## src/rtl/mux_scan_ctrl.sv

```systemverilog
// rtl/mux_scan_ctrl.sv - 4-phase scan controller driving a downstream 4:1 mux and collecting its output
//
// Purpose: on an accepted start, presents d_in on d and steps select through
// 0..3. Each select value is held for DWELL cycles, and the returned mux output
// q is captured into word[select] on the last cycle of that hold.
// Optional feature macro: MUX_SCAN_CHECK_EN (compares the final word against d into err).
//
// Ports:
//   clk     in   clock, rising edge
//   rst     in   asynchronous active-high reset
//   start   in   scan request, sampled in IDLE only
//   d_in    in   [3:0] data word, captured on accepted start
//   q       in   downstream mux output
//   d       out  [3:0] registered mux data bus
//   select  out  [1:0] registered mux select
//   busy    out  high in SCAN and DONE
//   done    out  one-cycle completion pulse
//   word    out  [3:0] captured result, bit k = q sampled while select==k
//   err     out  final word != d (MUX_SCAN_CHECK_EN), otherwise constant 0

module mux_scan_ctrl #(
    parameter int DWELL = 1
) (
    input  logic       clk,
    input  logic       rst,
    input  logic       start,
    input  logic [3:0] d_in,
    input  logic       q,
    output logic [3:0] d,
    output logic [1:0] select,
    output logic       busy,
    output logic       done,
    output logic [3:0] word,
    output logic       err
);

    localparam int            CW   = (DWELL <= 2) ? 1 : $clog2(DWELL);
    localparam logic [CW-1:0] LAST = CW'(DWELL - 1);

    typedef enum logic [1:0] {
        S_IDLE,
        S_SCAN,
        S_DONE
    } state_t;

    state_t        r_state;
    logic [CW-1:0] r_cnt;
    logic [3:0]    r_d;
    logic [3:0]    r_word;
    logic [1:0]    r_sel;
    logic          r_busy;
    logic          r_done;

    logic          w_sample;
    logic          w_last_phase;
    logic [3:0]    w_word_next;

    // A sample is taken at the end of each dwell window; the phase with
    // select==3 is the final one and ends the scan.
    assign w_sample     = (r_state == S_SCAN) && (r_cnt == LAST);
    assign w_last_phase = (r_sel == 2'd3);

    always_comb begin
        w_word_next        = r_word;
        w_word_next[r_sel] = q;
    end

    always_ff @(posedge clk or posedge rst) begin
        if (rst) begin
            r_state <= S_IDLE;
            r_cnt   <= '0;
            r_d     <= 4'd0;
            r_word  <= 4'd0;
            r_sel   <= 2'd0;
            r_busy  <= 1'b0;
            r_done  <= 1'b0;
        end else begin
            case (r_state)
                S_IDLE: begin
                    r_done <= 1'b0;
                    if (start) begin
                        r_d     <= d_in;
                        r_sel   <= 2'd0;
                        r_cnt   <= '0;
                        r_word  <= 4'd0;
                        r_busy  <= 1'b1;
                        r_state <= S_SCAN;
                    end
                end
                S_SCAN: begin
                    if (w_sample) begin
                        r_cnt  <= '0;
                        r_word <= w_word_next;
                        r_sel  <= r_sel + 2'd1;  // wraps 3 -> 0 on the final sample
                        if (w_last_phase) begin
                            r_done  <= 1'b1;
                            r_state <= S_DONE;
                        end
                    end else begin
                        r_cnt <= r_cnt + 1'b1;
                    end
                end
                S_DONE: begin
                    r_done  <= 1'b0;
                    r_busy  <= 1'b0;
                    r_state <= S_IDLE;
                end
                default: begin
                    r_done  <= 1'b0;
                    r_busy  <= 1'b0;
                    r_state <= S_IDLE;
                end
            endcase
        end
    end

`ifdef MUX_SCAN_CHECK_EN
    logic r_err;

    // Loaded as the scan enters DONE, using the word value being written on
    // that same edge; cleared only by reset or the next accepted start.
    always_ff @(posedge clk or posedge rst) begin
        if (rst) begin
            r_err <= 1'b0;
        end else if ((r_state == S_IDLE) && start) begin
            r_err <= 1'b0;
        end else if (w_sample && w_last_phase) begin
            r_err <= (w_word_next != r_d);
        end
    end

    assign err = r_err;
`else
    assign err = 1'b0;
`endif

    assign d      = r_d;
    assign select = r_sel;
    assign busy   = r_busy;
    assign done   = r_done;
    assign word   = r_word;

endmodule

```

## config.mk

```make
export PLATFORM = sky130hd
export DESIGN_NAME = mux_scan_ctrl
export DESIGN_NICKNAME = d
export VERILOG_FILES = /design/src/rtl/mux_scan_ctrl.sv
export SDC_FILE = /design/constraint.sdc
export NUM_CORES = 1
export LEC_CHECK = 0
export CELL_PAD_IN_SITES_DETAIL_PLACEMENT = 0
export CELL_PAD_IN_SITES_GLOBAL_PLACEMENT = 1
export CORE_MARGIN = 5
export CORE_UTILIZATION = 37
export CTS_BUF_LIST = sky130_fd_sc_hd__clkbuf_4 sky130_fd_sc_hd__clkbuf_8 sky130_fd_sc_hd__clkbuf_16
export CTS_CLUSTER_DIAMETER = 150
export CTS_CLUSTER_SIZE = 10
export DETAILED_ROUTE_END_ITERATION = 16
export GPL_ROUTABILITY_DRIVEN = 0
export PLACE_DENSITY = 0.89
export SYNTH_ARGS = -nofsm -noshare
export SYNTH_HDL_FRONTEND = slang
export SYNTH_SLANG_ARGS = --single-unit
export TNS_END_PERCENT = 30
```

## constraint.sdc

```tcl
create_clock -name clk -period 2.3 [get_ports clk]
set_input_delay 0.69 -clock clk [delete_from_list [all_inputs] [get_ports clk]]
set_output_delay 0.69 -clock clk [all_outputs]
set_load 0.005 [all_outputs]
```

==> results of run 1 <==
[cell families (layout without fill, tap and decap cells)]
group	Yosys count	after routing	synth area share [%]
adders and majority gates	4	4	7.33
and+or+nand+nor	16	16	12.3
muxes	8	8	12.5
AOI/OAI and AO/OA	8	8	9.16
DFF	15	15	54.9
buffers and inverters	5	27	3.30
other	1	1	0.549
[through the flow]
stage	area, sq um	hold WS, ps	worst slack [ps]	power (uW)	cells
finish	925	507	333	1090	104
global route	925	536	246	1200	104
CTS	925	514	318	1110	104
detailed placement	897	493	262	959	100
global placement	897	483	268	943	100
floorplan	683	491	840	705	57
[flip-flops by register name (all words and copies together), names as in the netlist]
name and flops:
busy 1, d 4, done 1, r_cnt 1, r_state 2, select 2, word 4
[worst min-delay path, cell delays in order, from the launching register on]
cell,delay (ps)
sky130_fd_sc_hd__dfrtp_1,350
sky130_fd_sc_hd__nor2_1,50
sky130_fd_sc_hd__nor2_1,80
[layout make-up]
cell class                      count  area [sq um]  area share, %
Clock buffer                        3          22.5           2.44
Timing Repair Buffer               19           190           20.6
Clock inverter                      1          5.00          0.541
Sequential cell                    15           375           40.6
Inverter                            4          15.0           1.62
Tap cell                           25          31.3           3.38
Multi-Input combinational cell     37           285           30.9
[power by group through the flow]
stage	Clock [uW]	Sequential [uW]	Combinational, uW
floorplan	0	452	253
global placement	0	445	498
detailed placement	0	451	508
CTS	155	445	514
global route	167	469	561
finish	148	444	501
[cell usage in the layout, fill, tap and decap left out]
master,count
sky130_fd_sc_hd__dfrtp_1,15
sky130_fd_sc_hd__and3_1,2
sky130_fd_sc_hd__a22o_1,1
sky130_fd_sc_hd__and2_1,1
sky130_fd_sc_hd__inv_1,4
sky130_fd_sc_hd__clkbuf_4,3
sky130_fd_sc_hd__ha_1,4
sky130_fd_sc_hd__nor3b_1,1
sky130_fd_sc_hd__nor2b_1,3
sky130_fd_sc_hd__mux2_2,4
sky130_fd_sc_hd__nor2_1,5
sky130_fd_sc_hd__o21ai_0,2
sky130_fd_sc_hd__o2bb2ai_1,3
sky130_fd_sc_hd__a211o_1,2
sky130_fd_sc_hd__clkinv_2,1
sky130_fd_sc_hd__nand2b_1,1
sky130_fd_sc_hd__nand2_1,2
sky130_fd_sc_hd__mux2i_1,4
sky130_fd_sc_hd__conb_1,1
sky130_fd_sc_hd__and2_0,1
sky130_fd_sc_hd__clkdlybuf4s50_1,19
[how the worst max path moves through the flow]
| stage | from | end | slack, ps | cells after the start |
|---|---|---|---|---|
| 2_1_floorplan | start | word[0] | 840 | 3 |
| 3_3_place_gp | start | word[0] | 270 | 4 |
| 3_5_place_dp | start | word[0] | 260 | 4 |
| 4_1_cts | select[0] | select[0] | 320 | 1 |
| 5_1_grt | select[0] | select[0] | 250 | 1 |
| 6_report | select[0] | select[0] | 330 | 1 |
[layer usage]
metal / part of all wire (%) / track usage (%)
met1: 45 / 13.9
met2: 45 / 17.1
met3: 8.6 / 3.10
met4: 0.93 / 5.11
met5: 0 / 0
==> results by group, run 1 <==
Min path
  – Cell count of the worst hold path: 2
  – Type of the worst min-delay path: register to register
  – Hold endpoint: done
  – Worst min-delay path startpoint: done

Layout
  – Nets: 92
  – Ratio of cells with drive above 1 in the final layout: between 10% and 20%
  – Diode count: 0
  – Area added between synthesis and finish: 35.3%
  – Fill count: 162
  – Fraction of the core area covered by cells at the end of the flow: between 50 and 60%

Clocking
  – Post-CTS sizing: 0
  – Buffers inserted by post-CTS timing repair: 0
  – H-tree Lvls: 1
  – # hold bufs at CTS: 0
  – Bufs on Longest Clock Path: 2
  – Total clock buffers created by CTS: 3
  – Clock insertion delay at the later pin of the skew report: between 200 and 300 ps
  – Clock Pin Slew Worst Setup and Hold Paths: approximately 90 ps
  – Root Buffer Master: sky130_fd_sc_hd__clkbuf_4
  – Sink Count: 15
  – CTS tree: done

Yosys
  – Dominant register cell in the synthesized netlist: sky130_fd_sc_hd__dfrtp_1
  – Count of mapped cells out of synthesis: 57
  – Share of synthesized registers carrying an async set or reset: 100%
  – Most frequent cells after synthesis: sky130_fd_sc_hd__dfrtp_1, sky130_fd_sc_hd__nor2_1
  – Most frequently used cell type in the post-synthesis netlist: sky130_fd_sc_hd__dfrtp_1
  – Synth Register Bits: 15
  – Mean area per synthesized cell: 12.0 sq um
  – Cell Area, Synth: slightly below 700 sq um
  – Leading cell types by total area after synthesis: sky130_fd_sc_hd__dfrtp_1, sky130_fd_sc_hd__ha_1, sky130_fd_sc_hd__mux2_2
  – Number of enable-type register cells in the synthesized netlist: 0
  – Cell taking the most area after synthesis: sky130_fd_sc_hd__dfrtp_1
  – Share of synthesized area occupied by flip-flops and latches: 54.9%
  – Count of different cell masters after synthesis: 19
  – YS warnings: 0
  – Share of Yosys cell area claimed by the top area cell type: a little over half
  – Synthesized netlist net count: 69

Floorplan
  – Effective utilization at floorplan: 39.1%
  – I/O pin count: 21
  – Die area: 2810 sq um
  – Floorplan Core Area: between 1500 and 2000 sq um
  – Vertical die dimension: 53.0 um
  – Std-Cell Rows: 15
  – Die Width: 53.0 um

Place
  – Port buffer count: 19
  – Detailed-placement wirelength estimate: about 960 um

Setup path
  – Bufs and invs on worst path: 1
  – Startpoint Class: register
  – Gate family responsible for the most delay along the worst path: buffers and inverters
  – Critical path class: register to output pin
  – Worst r2r src: r_state[1]
  – Flop2flop setup slack: 1000 ps
  – Arrival time at the worst endpoint: 1280 ps
  – Highest-delay cell along the critical path: sky130_fd_sc_hd__clkdlybuf4s50_1
  – Worst reg-to-reg path cell count: 3
  – CP Data Required Time: between 1500 and 2000 ps
  – Delay contributed by the slowest stage of the critical path: between 500 and 600 ps
  – Maximum fanout encountered on the critical timing path: 6
  – Cells along the critical path: clkdlybuf4s50_1
  – Capture point of the worst reg-to-reg path: d[3]
  – Kind of capture point of the worst setup path: output pin

Global route
  – First-pass GRT wire length: ~2.2 mm
  – GRT Total Usage: between 10% and 20%
  – Remaining Overflow, GRT: 0
  – Largest net degree at the start of global routing: 16
  – Number of antenna violations at the first check in global routing: 0
  – Vias in the first global route: approximately 530

Timing
  – Unrepaired setup endpoints after global routing: false
  – Period utilization: about 86%
  – Minimum clock period after layout: approximately 2000 ps
  – Worst slew slack as a fraction of its limit: between 60% and 70%
  – Setup violation total in the final timing report: 0
  – Final hold viol count: 0
  – Max Clock Freq: between 0.5 and 0.6 GHz
  – Clock tree skew after final layout: between 3 and 4 ps
  – Setup TNS Final: 0 ps
  – Fin. max-slew vios: 0
  – Slew of the pin with the lowest slew margin: approximately 560 ps

Power and ir drop
  – Clock share of power: between 10% and 20%
  – Combinational power share: between 40% and 50%
  – Cell Pwr Density: around 1200 nW/um^2
  – Sequential cell fraction of total power: between 40 and 50%
  – Fraction of power spent switching nets: between 30% and 40%
  – Switching pwr: ~360 uW
  – Leakage power total: ~0.00043 uW
  – Highest ir drop seen on vdd: roughly 520 uV
  – P_int: between 700 and 800 uW

Detailed routing
  – Routed wire length: around 1.3 mm
  – Number of DRC markers after the initial detailed-route iteration: 2
  – Number of vias per cell: 4.71
  – Via count: between 400 and 500
  – Total DRC errors in the routed layout: 0
  – Antenna-violating nets left: 0
  – Number of iterations in the first detailed-routing pass: 4
  – Routed WL per cell: ~12 um

Outcome
  – Outcome: complete, no violations

Job
  – Max Cap Viol: 0
No activity file was read; power rests on OpenSTA's default activity.
==> run 2: changes to the inputs <==
- CTS_CLUSTER_SIZE: 10 -> 12
==> results of run 2 <==
Final layout, timing and power as in run 1 (identical DEF).
==> run 3: changes to the inputs <==
- CAP_MARGIN: not set -> 20
- CTS_BUF_LIST: sky130_fd_sc_hd__clkbuf_4 sky130_fd_sc_hd__clkbuf_8 sky130_fd_sc_hd__clkbuf_16 -> not set
==> results of run 3 <==
Final layout, timing and power as in run 1 (identical DEF).
